<file path="src/rtl/adder_arb_pkg.sv">
// adder_arb_pkg -- shared constants and types for the adder_arb slice.
//   DATA_W   : operand/result width
//   NREQ_DEF : default number of requesters
//   slot_state_e : state of the single-entry result slot (EMPTY/FULL)
//   add_ovf  : signed-overflow rule for a two's-complement add
package adder_arb_pkg;

  localparam int DATA_W   = 32;
  localparam int NREQ_DEF = 4;

  typedef enum logic {
    EMPTY = 1'b0,
    FULL  = 1'b1
  } slot_state_e;

  // Overflow happens only when both operands share a sign and the sum does not.
  function automatic logic add_ovf(input logic a_msb, input logic b_msb, input logic s_msb);
    return (a_msb == b_msb) && (s_msb != a_msb);
  endfunction

endpackage

</file>
<file path="src/rtl/adder_arb_add.sv">
// adder_arb_add -- plain 32-bit adder, carry-out discarded (sum mod 2^32).
//   a_i   : operand A
//   b_i   : operand B
//   sum_o : a_i + b_i, truncated to DATA_W bits
module adder_arb_add
  import adder_arb_pkg::*;
(
  input  logic [DATA_W-1:0] a_i,
  input  logic [DATA_W-1:0] b_i,
  output logic [DATA_W-1:0] sum_o
);

  assign sum_o = a_i + b_i;

endmodule

</file>
<file path="src/rtl/adder_arb.sv">
// adder_arb -- NREQ requesters share one 32-bit adder through a round-robin
// arbiter; the sum lands in a single registered result slot.
//   clk, rst_n   : rising-edge clock, asynchronous active-low reset
//   req_valid    : per-requester operand valid
//   req_a, req_b : packed operands, requester i at bits [32i+31:32i]
//   req_ready    : one-hot grant (combinational)
//   rsp_valid    : result slot is FULL
//   rsp_ready    : consumer takes the result this cycle
//   rsp_id       : requester that owns rsp_result
//   rsp_result   : registered sum
//   rsp_ovf      : registered signed-overflow flag (only with ADDER_ARB_OVF_EN)
// Build option: define ADDER_ARB_OVF_EN to add the rsp_ovf port and logic.
//
// Handshake: a beat moves when valid && ready on the same rising edge. valid
// never depends on ready; req_ready may depend on req_valid and rsp_ready, and
// asserts only for a requester whose req_valid is high.
module adder_arb
  import adder_arb_pkg::*;
#(
  parameter  int NREQ = NREQ_DEF,
  localparam int IDW  = $clog2(NREQ)
) (
  input  logic                   clk,
  input  logic                   rst_n,
  input  logic [NREQ-1:0]        req_valid,
  input  logic [NREQ*DATA_W-1:0] req_a,
  input  logic [NREQ*DATA_W-1:0] req_b,
  output logic [NREQ-1:0]        req_ready,
  output logic                   rsp_valid,
  input  logic                   rsp_ready,
  output logic [IDW-1:0]         rsp_id,
  output logic [DATA_W-1:0]      rsp_result
`ifdef ADDER_ARB_OVF_EN
  ,
  output logic                   rsp_ovf
`endif
);

  slot_state_e       state_q, state_d;
  logic [IDW-1:0]    rr_ptr_q, rr_ptr_d;
  logic [IDW-1:0]    id_q, id_d;
  logic [DATA_W-1:0] result_q, result_d;
`ifdef ADDER_ARB_OVF_EN
  logic              ovf_q, ovf_d;
`endif

  logic [IDW-1:0]    grant_idx;
  logic              any_valid;
  logic              slot_free;
  logic              xfer;
  logic [DATA_W-1:0] op_a, op_b, sum;

  // Round-robin search. Walking the offsets from highest to lowest lets the
  // lowest offset from rr_ptr_q win without an early exit.
  always_comb begin
    int p;
    p         = 0;
    grant_idx = '0;
    any_valid = 1'b0;
    for (int off = NREQ - 1; off >= 0; off--) begin
      p = int'(rr_ptr_q) + off;
      if (p >= NREQ) p = p - NREQ;
      if (req_valid[p]) begin
        grant_idx = IDW'(p);
        any_valid = 1'b1;
      end
    end
  end

  // rst_n gates the grant so nothing is accepted while reset is held.
  assign slot_free = rst_n && ((state_q == EMPTY) || rsp_ready);
  assign xfer      = slot_free && any_valid;
  assign req_ready = xfer ? (NREQ'(1) << grant_idx) : '0;

  // Operand mux in front of the single shared adder.
  assign op_a = req_a[grant_idx*DATA_W +: DATA_W];
  assign op_b = req_b[grant_idx*DATA_W +: DATA_W];

  adder_arb_add u_add (
    .a_i   (op_a),
    .b_i   (op_b),
    .sum_o (sum)
  );

  always_comb begin
    state_d  = state_q;
    rr_ptr_d = rr_ptr_q;
    id_d     = id_q;
    result_d = result_q;
`ifdef ADDER_ARB_OVF_EN
    ovf_d    = ovf_q;
`endif
    if (xfer) begin
      state_d  = FULL;
      id_d     = grant_idx;
      result_d = sum;
`ifdef ADDER_ARB_OVF_EN
      ovf_d    = add_ovf(op_a[DATA_W-1], op_b[DATA_W-1], sum[DATA_W-1]);
`endif
      rr_ptr_d = (grant_idx == IDW'(NREQ - 1)) ? '0 : grant_idx + IDW'(1);
    end else if ((state_q == FULL) && rsp_ready) begin
      state_d = EMPTY;
    end
  end

  always_ff @(posedge clk or negedge rst_n) begin
    if (!rst_n) begin
      state_q  <= EMPTY;
      rr_ptr_q <= '0;
      id_q     <= '0;
      result_q <= '0;
`ifdef ADDER_ARB_OVF_EN
      ovf_q    <= 1'b0;
`endif
    end else begin
      state_q  <= state_d;
      rr_ptr_q <= rr_ptr_d;
      id_q     <= id_d;
      result_q <= result_d;
`ifdef ADDER_ARB_OVF_EN
      ovf_q    <= ovf_d;
`endif
    end
  end

  assign rsp_valid  = (state_q == FULL);
  assign rsp_id     = id_q;
  assign rsp_result = result_q;
`ifdef ADDER_ARB_OVF_EN
  assign rsp_ovf    = ovf_q;
`endif

endmodule

</file>
<file path="config.mk">
export PLATFORM = sky130hd
export DESIGN_NAME = adder_arb
export DESIGN_NICKNAME = d
export VERILOG_FILES = /design/src/rtl/adder_arb_pkg.sv /design/src/rtl/adder_arb_add.sv /design/src/rtl/adder_arb.sv
export SDC_FILE = /design/constraint.sdc
export NUM_CORES = 1
export LEC_CHECK = 0
export ABC_AREA = 1
export CAP_MARGIN = 20
export CELL_PAD_IN_SITES_DETAIL_PLACEMENT = 1
export CELL_PAD_IN_SITES_GLOBAL_PLACEMENT = 2
export CORE_UTILIZATION = 22
export DETAILED_ROUTE_END_ITERATION = 6
export PLACE_DENSITY = 0.92
export SKIP_LAST_GASP = 1
export SLEW_MARGIN = 15
export SYNTH_ARGS = -nofsm -noshare
export SYNTH_HDL_FRONTEND = slang
export SYNTH_SLANG_ARGS = --single-unit
</file>
<file path="constraint.sdc">
create_clock -name clk -period 7.07 [get_ports clk]
set_input_delay 1.414 -clock clk [delete_from_list [all_inputs] [get_ports clk]]
set_output_delay 1.414 -clock clk [all_outputs]
set_load 0.01 [all_outputs]
</file>
### Word-level counts from Yosys, hierarchy flattened

Index checks and enable logic that the tools add are counted.

| word-level totals | value |
|---|---|
| output and inout port bits | 39 |
| register bits after elaboration | 37 |
| word-level logic and storage cells | 59 |

| operators by class | value |
|---|---|
| magnitude comparators | 8 |
| add/sub/neg operators | 9 |
| eq/ne operators | 1 |
| bitwise gates (word level) | 1 |
| reductions and logical operators | 5 |
| muxes and demuxes | 28 |
| shift operators | 3 |

Operators by type and width:

| operator | number |
|---|---|
| $shiftx A128 B8 Y32 | 2 |
| $lt A32 B4 Y1 const B | 4 |
| $mux W32 | 4 |
| $add A32 B32 Y32 | 1 |
| $mux W1 | 14 |
| $sub A3 B3 Y4 const B | 3 |
| $mux W2 | 5 |
| $ge A3 B3 Y1 const B | 3 |
| $bmux W1 S2 | 4 |
| $add A2 B2 Y3 const B | 2 |
| $mux W4 | 1 |
| $shl A1 B2 Y4 const A | 1 |
| $sub A2 B3 Y4 const B | 1 |
| $add A2 B1 Y3 const B | 1 |
| $ge A2 B3 Y1 const B | 1 |
| $logic_and A1 B1 Y1 | 3 |
| $add A2 B1 Y2 const B | 1 |
| $eq A2 B2 Y1 const B | 1 |
| $reduce_bool A2 Y1 | 1 |
| $logic_or A1 B1 Y1 | 1 |
| $not A1 Y1 | 1 |

### Depth between registers and ports, before layout

| logic depth | value |
|---|---|
| word-level depth | 12 |
| depth in mapped cells | 29 |

### By module

From an unflattened synthesis, not the netlist that was laid out.

| second synthesis, totals | value |
|---|---|
| cell total of the unflattened synthesis | 1338 |
| area total of the unflattened synthesis | 6874.1 µm² |

By module, submodules not included:

| module | seq. area each (µm²) | cells each | instances | area each (µm²) |
|---|---|---|---|---|
| adder_arb | 925.9 | 847 | 1 | 4550.6 |
| adder_arb_add | 0.0 | 491 | 1 | 2323.5 |

### Worst setup path after synthesis

Ideal clock, no wire load.

| path | value |
|---|---|
| kind | input to register |
| from | input port req_valid[1] |
| to | register result_q[14], in the netlist rsp_result[14] |
| setup slack | 2772 ps |
| path buffers | 1 |
| cell stages on the path | 23 |
| arrival time | 4180 ps |
| library setup time | 118 ps |
| path through | inv_1 > nand2_1 > nand3_2 > nand2_1 > inv_2 > nand2_1 > nand3_2 > nand2_2 > buf_4 > or2_2 > o211ai_1 > o21ai_0 > ha_1 > fa_1 > nand3_1 > nand2_1 > a21oi_1 > inv_1 > nand3_1 > nand3_1 > or2_2 > nand3_1 > nand2_1 |

| on the way | value |
|---|---|
| cells in the longest elaborated chain, start to end | 9 |

Ends and longest elaborated chain:

| what | RTL line | text |
|---|---|---|
| from (decl) | adder_arb.sv:25 | `input logic [NREQ-1:0] req_valid,` |
| $bmux W1 S2 | adder_arb.sv:63 | `if (req_valid[p]) begin` |
| $mux W1 (implied by the code) (2 in series) | adder_arb.sv:63 |  |
| $mux W2 (4 in series) | adder_arb.sv:63 |  |
| $shiftx A128 B8 Y32, on equally long branches | adder_arb.sv:76, adder_arb.sv:77 |  |
| $add A32 B32 Y32 | adder_arb_add.sv:13 | `assign sum_o = a_i + b_i;` |
| to (signal assigned) | adder_arb.sv:119 | `result_q <= result_d;` |
| to (decl) | adder_arb.sv:42 | `logic [DATA_W-1:0] result_q, result_d;` |

Several ways; a longest one is shown, not always the timed one. The select of a mux whose other input is x is not followed.
A chain may end at the register's enable or synchronous reset.

### Worst setup path after layout

| path | value |
|---|---|
| from | input port req_valid[1] |
| to | output port req_ready[3] |

| on the way | value |
|---|---|
| cells in the longest elaborated chain, start to end | 9 |

Ends and longest elaborated chain:

| what | RTL line | text |
|---|---|---|
| $bmux W1 S2 | adder_arb.sv:63 |  |
| $mux W1 (implied by the code) (2 in series) | adder_arb.sv:63 |  |
| $mux W2 / $mux W1 (equally long branches) (4 in series) | adder_arb.sv:63 |  |
| $shl A1 B2 Y4 / $logic_and A1 B1 Y1 (equally long branches) | adder_arb.sv:73, adder_arb.sv:72 |  |
| $mux W4 (*) | adder_arb.sv:73 | `assign req_ready = xfer ? (NREQ'(1) << grant_idx) : '0;` |
| to (decl) | adder_arb.sv:28 | `output logic [NREQ-1:0] req_ready,` |

Mark *: on every way between the ends. The rest lies on a longest branch, timed or not. The select of a mux whose other input is x is not followed.

==> run_results.csv <==
group,metric,value,unit
run_status,status,"complete, but fails checks",
run_status,failed_checks,"design-rule violations",
clock_network,cts_resized,0,
yosys,ys_top_cells_by_area,"dfrtp_1, o211ai_2, nand2_1, o21ai_0, ha_1",
global_routing,grt_pass1_vias,7634,
worst_setup_path,path_class,"in -> out",
routing,post_drt_wl_per_cell,17.2,um
timing,rsz0062_at_grt,"no",
timing,finalCritPeriodShare,79.0,%
timing,hold_viol,0,
finish,antenna_cells,0,
global_routing,gr-total-overflow,0,
clock_network,clk_pin_slew_worst_paths,0.05,ns
timing,layout_min_cycle_time,5.59,ns
run,maxCapViolations,0,
finish,final_nets,1476,
timing,relSlewSlack,40.8,%
floorplan,dieArea,27600,um2
floorplan,die_width,166,um
worst_setup_path,crit_start,"req_valid[1]",
floorplan,ioPinCount,302,
timing,clock_skew,0.00895,ns
clock_network,cts_root_buf,"clkbuf_16",
global_routing,grt_max_degree,85,
worst_setup_path,reg2regPathDepth,23,
global_routing,grt_pass1_wl,40900,um
yosys,async_flop_share,100,%
worst_setup_path,cp.required,5.66,ns
yosys,syn_area,5920,um2
routing,drc,19,
clock_network,postCtsHoldBufs,0,
routing,wl,26100,um
timing,clock.fmax,179,MHz
clock_network,cts_tree,"done",
yosys,synth-seq-area-share,15.6,%
finish,fillers,3275,
global_routing,track_usage,18.6,%
clock_network,clock_path_buffers,2,
worst_setup_path,worst_ep_arrival_time,4.17,ns
floorplan,core-area,26200,um2
worst_setup_path,r2r-start,"rr_ptr_q[0]",
finish,syn_to_final_growth,56.0,%
yosys,postSynthCellCount,908,
yosys,synth_top_flop_cell,"dfrtp_1",
yosys,yosysUniqueCellTypes,38,
yosys,yosysWarnings,0,
floorplan,die_h,166,um
routing,ant_nets,0,
worst_setup_path,worstSetupStartpointType,"primary input",
placed_design,globalplace.congestion,0.904,
clock_network,clock_latency,0.30,ns
placed_design,io_buffers,301,
worst_setup_path,critPathMaxFanout,43,
worst_setup_path,r2r_end,"rsp_result[26]",
timing,maxSlewViolCount,0,
timing,setup_viol,0,
worst_setup_path,cp-end-kind,"output port",
timing,tightest_slew,0.889,ns
finish,layout-drive-gt1-share,8.66,%
global_routing,antenna_found_initial,0,
yosys,synth_top_area_share,15.6,%
yosys,synth-edff-count,0,
yosys,yosysTopAreaCell,"dfrtp_1",
routing,viasPerCell,4.82,
clock_network,cts_buffers,5,
placed_design,hpwl,21300,um
worst_setup_path,r2r_slack,2.58,ns
clock_network,cts_setup_buffers,0,
yosys,syn-num-nets,1207,
floorplan,fp-row-count,59,
yosys,syn_avg_cell_area,6.52,um2
clock_network,cts_max_level,2,
routing,drt_pass1_iterations,7,
timing,fin_setup_tns,0,ns
worst_hold_path,hold_class,"reg -> reg",
finish,mostFrequentLayoutCells,"clkdlybuf4s50_1, nand2_1, nor2_1, o21ai_0, inv_1",
worst_hold_path,whs_path_depth,2,
finish,final_common_cell,"clkdlybuf4s50_1",
worst_setup_path,crit_end,"req_ready[3]",
yosys,ys_ff_latch,37,
clock_network,cts_sinks,37,
routing,drtIter0Drc,336,
routing,num_vias,7288,
floorplan,start_util,22.6,%
-- cells in the mapped netlist (4+ instances only) --
library cell / count
o21bai_1: 8
buf_4: 5
nand3_2: 5
inv_1: 71
dfrtp_1: 37
clkbuf_1: 9
nand2_2: 6
o211ai_2: 59
or2_2: 8
inv_2: 4
buf_2: 18
xor2_1: 5
nor2_1: 108
o21ai_0: 102
ha_1: 35
a21oi_1: 36
xnor2_1: 13
or2_1: 19
nand2_1: 170
o21ai_1: 60
a31oi_1: 9
nand3_1: 45
or2_0: 37
buf_6: 15
-- sequential cells by signal, indices dropped and copies added, names as in the netlist --
name        count
rsp_id          2
rr_ptr_q        2
rsp_result     32
rsp_valid       1
-- how the worst min path moves through the flow --
stage | start | endpoint | slack [ns]
after floorplan | rsp_result[0] | rsp_result[0] | 0.52
after global placement | rsp_result[31] | rsp_result[31] | 0.46
after detailed placement | rsp_result[22] | rsp_result[22] | 0.47
after CTS | rsp_result[22] | rsp_result[22] | 0.49
after global routing | rsp_result[22] | rsp_result[22] | 0.50
final | rsp_result[18] | rsp_result[18] | 0.48
-- cell families (layout without fill, tap and decap cells) --
| kind of cell | after synthesis | count (layout) | synth area share (%) |
|---|---|---|---|
| XOR/XNOR | 18 | 18 | 2.66 |
| AO/OA/AOI/OAI | 285 | 285 | 32.6 |
| adder cells (fa/ha/maj) | 36 | 36 | 7.74 |
| AND/OR/NAND/NOR | 408 | 408 | 30.8 |
| buffers and inverters | 124 | 394 | 10.6 |
| flip-flops | 37 | 37 | 15.6 |
-- per-layer routing --
metal / vias up / GRT usage (%) / wire (um)
met2: 219 / 33.0 / 12700
li1: 3605 / - / -
met3: 22 / 2.31 / 1330
met4: 0 / 4.27 / 412
met5: - / 0 / 0
met1: 3442 / 23.9 / 11600
-- critical path, cell delays in order --
cell and delay [ns]:
clkdlybuf4s50_1 0.46, inv_1 0.06, o21ai_2 0.17, nand2_2 0.11
nand2_1 0.09, inv_1 0.05, nand2_1 0.09, nand3_1 0.10
nand2_2 0.61, ha_1 0.32, inv_1 0.05, nor2_1 0.10
clkdlybuf4s50_1 0.55
-- metrics by stage --
step	hold WS (ns)	util (%)	setup WS, ns	instances	area (um2)
final	0.479	35.2	1.48	1513	9230
after floorplan	0.515	-	2.77	908	5920
after global routing	0.502	35.2	1.19	1513	9230
after CTS	0.485	35.2	1.47	1513	9230
after detailed placement	0.469	34.7	1.29	1505	9090
after global placement	0.465	34.7	1.38	1505	9090
-- layout make-up --
| type | count | area [um2] | area share [%] |
|---|---|---|---|
| clock buffers | 6 | 129 | 1.40 |
| clock inverters | 2 | 10.0 | 0.108 |
| inverters | 76 | 295 | 3.20 |
| multi-input cells | 747 | 4380 | 47.4 |
| flip-flops and latches | 37 | 926 | 10.0 |
| well taps | 335 | 419 | 4.54 |
| repair buffers | 310 | 3080 | 33.3 |
Power is left out: the tool's default activity adds up to more than one toggle a clock period on the data nets, which glitch-free logic cannot reach.
